### config.mk
export PLATFORM = sky130hd
export DESIGN_NAME = menu_ctrl
export DESIGN_NICKNAME = d
export VERILOG_FILES = /design/src/rtl/menu_pkg.sv /design/src/rtl/btn_edge.sv /design/src/rtl/menu_ctrl.sv
export SDC_FILE = /design/constraint.sdc
export NUM_CORES = 1
export LEC_CHECK = 0
export BUFFER_PORTS_ARGS = -buffer_cell sky130_fd_sc_hd__buf_2
export CAP_MARGIN = 20
export CORE_ASPECT_RATIO = 0.8
export CORE_UTILIZATION = 55
export DETAILED_ROUTE_END_ITERATION = 12
export HOLD_SLACK_MARGIN = 0.15
export PLACE_DENSITY_LB_ADDON = 0.15
export SYNTH_ARGS = -nofsm -noshare
export SYNTH_HDL_FRONTEND = slang
export SYNTH_SLANG_ARGS = --single-unit
### constraint.sdc
create_clock -name CLOCK -period 3.75 [get_ports CLOCK]
set_clock_uncertainty 0.2 [all_clocks]
set_input_delay 0 -clock CLOCK [delete_from_list [all_inputs] [get_ports CLOCK]]
set_output_delay 0 -clock CLOCK [all_outputs]
set_load 0.02 [all_outputs]
### src/rtl/menu_pkg.sv
// -----------------------------------------------------------------------------
// menu_pkg
// Shared types and constants for the on-screen settings menu controller.
//   - menu_state_e : controller state encoding
//   - FLAG_*       : bit positions of the enable flags in the flag vector
//   - MENU_ROW_*   : highlight-bar geometry (top row and row pitch in pixels)
//   - row_y()      : row index -> top coordinate of that row
// Optional feature macro: MENU_TIMEOUT_EN (adds the TIMED_OUT state).
// -----------------------------------------------------------------------------
package menu_pkg;

    localparam int DEFAULT_NUM_ITEMS = 5;
    localparam int NUM_FLAGS         = 5;

    localparam int FLAG_AXIS = 0;
    localparam int FLAG_GRID = 1;
    localparam int FLAG_TICK = 2;
    localparam int FLAG_WAVE = 3;
    localparam int FLAG_IMBA = 4;

    localparam int MENU_ROW_BASE  = 688;
    localparam int MENU_ROW_PITCH = 24;

    typedef enum logic [1:0] {
        ST_CLOSED  = 2'd0,
        ST_NAV     = 2'd1,
        ST_LOCKOUT = 2'd2
`ifdef MENU_TIMEOUT_EN
        ,
        ST_TIMED_OUT = 2'd3
`endif
    } menu_state_e;

    // The constant x24 pitch reduces to (row<<4) + (row<<3): no multiplier.
    function automatic logic [11:0] row_y(input logic [2:0] row);
        return 12'(MENU_ROW_BASE + int'(row) * MENU_ROW_PITCH);
    endfunction

endpackage

### src/rtl/btn_edge.sv
// -----------------------------------------------------------------------------
// btn_edge
// Rising-edge detector for one debounced button level.
//   clk   in  1  clock
//   rst   in  1  synchronous, active-high reset
//   btn   in  1  debounced button level
//   press out 1  one-cycle pulse in the cycle the level is first sampled high
// A button already held while reset is asserted does not produce a press:
// the detector stays disarmed for the first cycle after reset so that the
// previous-sample register has captured the real level before edges count.
// -----------------------------------------------------------------------------
module btn_edge (
    input  logic clk,
    input  logic rst,
    input  logic btn,
    output logic press
);

    logic prev;
    logic armed;

    // NOTE: sequential state is written with non-blocking assignments only, so
    // every register samples the pre-edge values regardless of statement order.
    always_ff @(posedge clk) begin
        if (rst) begin
            prev  <= 1'b0;
            armed <= 1'b0;
        end else begin
            prev  <= btn;
            armed <= 1'b1;
        end
    end

    assign press = armed & btn & ~prev;

endmodule

### src/rtl/menu_ctrl.sv
// -----------------------------------------------------------------------------
// menu_ctrl
// Settings-menu sequencer: turns three debounced button levels into cursor
// moves and flag toggles, owns the renderer enable flags and produces the
// highlight-bar row coordinate.
//   CLOCK, RESET                 clock and synchronous active-high reset
//   Menu_Sw                      menu enable switch (level)
//   BTN_UP, BTN_DOWN, BTN_SEL    debounced button levels
//   Axis_On .. Imba_On           registered enable flags
//   Menu_Active                  menu visible (NAV or LOCKOUT)
//   Cursor [2:0]                 selected row
//   Cursor_Y [11:0]              row top = 688 + 24*Cursor, one cycle behind Cursor
// Optional feature macro: MENU_TIMEOUT_EN -- idle auto-close after
// TIMEOUT_CYCLES cycles in NAV without an accepted press.
// -----------------------------------------------------------------------------
module menu_ctrl
    import menu_pkg::*;
#(
    parameter int unsigned          NUM_ITEMS     = DEFAULT_NUM_ITEMS,
    parameter logic [NUM_FLAGS-1:0] DEFAULT_FLAGS = 5'b01111,
    parameter int unsigned          LOCK_CYCLES   = 16
`ifdef MENU_TIMEOUT_EN
    ,
    parameter logic [23:0]          TIMEOUT_CYCLES = 24'd10_000_000
`endif
) (
    input  logic        CLOCK,
    input  logic        RESET,
    input  logic        Menu_Sw,
    input  logic        BTN_UP,
    input  logic        BTN_DOWN,
    input  logic        BTN_SEL,
    output logic        Axis_On,
    output logic        Grid_On,
    output logic        Tick_On,
    output logic        Wave_On,
    output logic        Imba_On,
    output logic        Menu_Active,
    output logic [2:0]  Cursor,
    output logic [11:0] Cursor_Y
);

    localparam int          LOCK_W    = (LOCK_CYCLES > 1) ? $clog2(LOCK_CYCLES) : 1;
    localparam logic [2:0]  LAST_ROW  = 3'(NUM_ITEMS - 1);
    localparam logic [LOCK_W-1:0] LOCK_LAST = LOCK_W'(LOCK_CYCLES - 1);

    logic up_p, down_p, sel_p;

    btn_edge u_edge_up   (.clk(CLOCK), .rst(RESET), .btn(BTN_UP),   .press(up_p));
    btn_edge u_edge_down (.clk(CLOCK), .rst(RESET), .btn(BTN_DOWN), .press(down_p));
    btn_edge u_edge_sel  (.clk(CLOCK), .rst(RESET), .btn(BTN_SEL),  .press(sel_p));

    menu_state_e          state;
    logic [NUM_FLAGS-1:0] flags;
    logic [2:0]           cursor;
    logic [11:0]          cursor_y;
    logic                 menu_active;
    logic [LOCK_W-1:0]    lock_cnt;
    logic [NUM_FLAGS-1:0] sel_mask;
`ifdef MENU_TIMEOUT_EN
    logic [23:0]          idle_cnt;
`endif

    assign sel_mask = {{(NUM_FLAGS-1){1'b0}}, 1'b1} << cursor;

    always_ff @(posedge CLOCK) begin
        if (RESET) begin
            state       <= ST_CLOSED;
            flags       <= DEFAULT_FLAGS;
            cursor      <= '0;
            cursor_y    <= row_y(3'd0);
            menu_active <= 1'b0;
            lock_cnt    <= '0;
`ifdef MENU_TIMEOUT_EN
            idle_cnt    <= '0;
`endif
        end else begin
            cursor_y <= row_y(cursor);
            // Dropping the switch closes the menu from any state; flags persist.
            if (!Menu_Sw) begin
                state       <= ST_CLOSED;
                cursor      <= '0;
                menu_active <= 1'b0;
            end else begin
                case (state)
                    ST_CLOSED: begin
                        state       <= ST_NAV;
                        cursor      <= '0;
                        menu_active <= 1'b1;
`ifdef MENU_TIMEOUT_EN
                        idle_cnt    <= '0;
`endif
                    end
                    ST_NAV: begin
                        // SEL wins over UP/DOWN; UP with DOWN cancels out.
                        if (sel_p) begin
                            flags    <= flags ^ sel_mask;
                            state    <= ST_LOCKOUT;
                            lock_cnt <= '0;
`ifdef MENU_TIMEOUT_EN
                            idle_cnt <= '0;
`endif
                        end else if (up_p && !down_p) begin
                            cursor   <= (cursor == 3'd0) ? LAST_ROW : cursor - 3'd1;
`ifdef MENU_TIMEOUT_EN
                            idle_cnt <= '0;
`endif
                        end else if (down_p && !up_p) begin
                            cursor   <= (cursor == LAST_ROW) ? 3'd0 : cursor + 3'd1;
`ifdef MENU_TIMEOUT_EN
                            idle_cnt <= '0;
`endif
                        end
`ifdef MENU_TIMEOUT_EN
                        else if (idle_cnt == TIMEOUT_CYCLES - 24'd1) begin
                            state       <= ST_TIMED_OUT;
                            cursor      <= '0;
                            menu_active <= 1'b0;
                        end else begin
                            idle_cnt <= idle_cnt + 24'd1;
                        end
`endif
                    end
                    ST_LOCKOUT: begin
                        // Exactly LOCK_CYCLES cycles in this state, presses ignored.
                        if (lock_cnt == LOCK_LAST) begin
                            state <= ST_NAV;
                        end else begin
                            lock_cnt <= lock_cnt + 1'b1;
                        end
                    end
`ifdef MENU_TIMEOUT_EN
                    ST_TIMED_OUT: begin
                        state <= ST_TIMED_OUT;
                    end
`endif
                    default: begin
                        state       <= ST_CLOSED;
                        cursor      <= '0;
                        menu_active <= 1'b0;
                    end
                endcase
            end
        end
    end

    assign Axis_On     = flags[FLAG_AXIS];
    assign Grid_On     = flags[FLAG_GRID];
    assign Tick_On     = flags[FLAG_TICK];
    assign Wave_On     = flags[FLAG_WAVE];
    assign Imba_On     = flags[FLAG_IMBA];
    assign Menu_Active = menu_active;
    assign Cursor      = cursor;
    assign Cursor_Y    = cursor_y;

endmodule

==> flow_summary.ini <==
[yosys]
postSynthCellCount = 160
synth_area_sq_mm = 0.00144
synth.avg_cell_area_sq_um = 8.98
synth-seq-area-share = 0.348
synthFlopType = dfxtp_1
ys_ff_latch = 25
yosys_warnings = 0
yosys.cell_types.count = 41
async_flop_share = 0
synth_edf_count = 0

[critical_path]
end_kind = flip-flop
crit_family = compound AO/OA/AOI/OAI gates
worstPathMaxFanout = 16
path_cells = inv_1, ha_1, o21ai_0, a21o_1, o221a_2
worstPathArrival_ns = 2.12
r2r_cells = 5
cp_data_required_time_ns = 3.79
start_kind = flip-flop
worst-r2r-setup-slack_ns = 1.66
crit_path_end = lock_cnt[3]$_SDFFE_PP0P_
crit_start = state[1]$_SDFFE_PP0P_
critical_path_buf_inv_count = 1
slowest_stage = ha_1
crit_type = flip-flop to flip-flop
worst-path-stages = 5
rr_endpoint = lock_cnt[3]$_SDFFE_PP0P_
cpPeakStageDelay_ns = 0.50
reg2reg_from = state[1]$_SDFFE_PP0P_

[timing]
drv_slew = 0
setup_violations = 0
fin_crit_sh = 0.556
finalHoldViolations = 0
tightest_slew_ns = 0.536
rsz0062_at_grt = false
relSlewSlack = 0.642
fin_crit_ns = 2.09
max_freq_ghz = 0.479
tns_ns = 0

[finish]
final_nets = 207
antenna_cells = 0
mostFrequentLayoutCell = dfxtp_1
drive_gt1_frac = 0.147
nFillCells = 204
area_growth_pct = 13.7
layout_common_cells = 25 x dfxtp_1, 20 x buf_2, 16 x inv_1, 15 x ha_1, 9 x nand2_1
fin_area_sq_mm = 0.00163

[power]
p_leak_nw = 0.664
power_density_mw_per_mm2 = 284
vdd_drop_max_mv = 0.244

[global_route]
grt_pass1_wl_um = 4770
grt-ovfl-total = 0
grt_pass1_vias = 1118
grt_usage = 0.231
antenna_found_initial = 0
grt_max_degree = 17

[placed_design]
io_buffers = 20
gp_congestion = 0.933
place_hpwl_um = 2100
placed_cell_area_sq_mm = 0.00153

[clock_tree]
cts_tree = yes
ctsLongestPathBuffers = 2
clk_pin_slew_ns = 0.14
cts_root_buffer = clkbuf_4
cts_buffers = 3
htree_levels = 1
post_cts_buffers = 0
clock-sinks = 25
insertion_delay_ns = 0.32

[detailed_routing]
via_per_inst = 5.67
drt-total-wl_um = 2900
num_vias = 1248
wire_per_inst_um = 13.2
final_antenna_net_count = 0
dr.pass1.iters = 7
drc = 0
drt_iter0_drc = 56

[worst_hold_path]
hold_depth = 2
hp-class = flip-flop to flip-flop

[floorplanning]
dieArea_sq_mm = 0.00282
rows = 16
die_x_um = 59.1
num_io_pins = 27
core-area_sq_mm = 0.00246
initial_core_util = 0.583
die_y_um = 47.7

[run]
maxCapViolations = 0

[run_status]
status = completed
## registers in the layout, summed over array words and instances, names as in the netlist
register,count
Cursor,3
state,2
Menu_Active,1
lock_cnt,4
u_edge_sel.prev,1
flags,5
u_edge_down.armed,1
u_edge_up.prev,1
Cursor_Y,6
u_edge_down.prev,1
## per-layer routing
layer | vias up | track usage | part of all wire
met2 | 55 | 0.395 | 0.46
li1 | 611 | - | -
met3 | 10 | 0.0568 | 0.058
met4 | 0 | 0.0810 | 0.018
met5 | - | 0 | 0
met1 | 572 | 0.291 | 0.46
## layout make-up
type | count | area, sq um | share of cell area
Clock inverter | 1 | 5.00 | 0.00307
Multi-Input combinational cell | 111 | 820 | 0.502
Timing Repair Buffer | 28 | 180 | 0.110
Clock buffer | 3 | 22.5 | 0.0138
Sequential cell | 25 | 500 | 0.307
Inverter | 16 | 60.1 | 0.0368
Tap cell | 36 | 45.0 | 0.0276
## worst min-delay path, cell delays in order, from the launching register on
cell and delay, ns:
dfxtp_1 0.35, o31ai_1 0.06, a21oi_1 0.06
## synthesized netlist by cell type (all sizes together), types with 4 or more instances
cell	count	area, sq um
inv	16	60.1
o31ai	5	37.5
ha	15	188
a21oi	4	20.0
nor2b	4	25.0
a211oi	4	30.0
o211ai	4	30.0
nand2	9	33.8
nor2	7	26.3
o21ai	4	20.0
dfxtp	25	500
or4	5	37.5
nand3	8	40.0
buf	9	60.1
## cells by family (layout without fill, tap and decap cells)
group | after synthesis | in the layout | share of synthesized area
flip-flops | 25 | 25 | 0.348
buffers and inverters | 28 | 48 | 0.0915
AO/OA/AOI/OAI | 35 | 35 | 0.179
XOR/XNOR | 3 | 3 | 0.0183
other | 2 | 6 | 0.00523
adder cells (fa/ha/maj) | 16 | 16 | 0.145
multiplexers | 3 | 3 | 0.0209
AND/OR/NAND/NOR | 48 | 48 | 0.193
## worst min path at each step
stage | start | to | slack [ns]
CTS | flags[4]$_SDFFE_PP0P_ | flags[4]$_SDFFE_PP0P_ | 0.29
floorplan | BTN_DOWN | u_edge_down.prev$_SDFF_PP0_ | -0.07
detailed placement | BTN_UP | u_edge_up.prev$_SDFF_PP0_ | 0.04
global placement | BTN_DOWN | u_edge_down.prev$_SDFF_PP0_ | 0.03
finish | flags[4]$_SDFFE_PP0P_ | flags[4]$_SDFFE_PP0P_ | 0.30
global route | flags[4]$_SDFFE_PP0P_ | flags[4]$_SDFFE_PP0P_ | 0.34
## stage by stage
stage | power [mW] | worst slack, ns | util | instances | hold slack, ns
CTS | 0.467 | 1.69 | 0.663 | 220 | 0.295
detailed placement | 0.340 | 1.71 | 0.619 | 208 | 0.0370
global route | 0.485 | 1.53 | 0.663 | 220 | 0.342
finish | 0.463 | 1.66 | 0.663 | 220 | 0.300
floorplan | 0.330 | 1.73 | - | 164 | -0.0718
global placement | 0.338 | 1.74 | 0.619 | 208 | 0.0303
## repair_timing
item	4_1_cts	5_1_grt
gates resized for setup	0	0
hold buffers	8	0
endpoints found under the hold margin	25	0
## report_power, final
| group | switching, mW | internal, mW |
|---|---|---|
| registers | 0.00402 | 0.271 |
| logic | 0.0411 | 0.0254 |
| clock network | 0.0811 | 0.0400 |
Power figures use the tool's default switching activity.
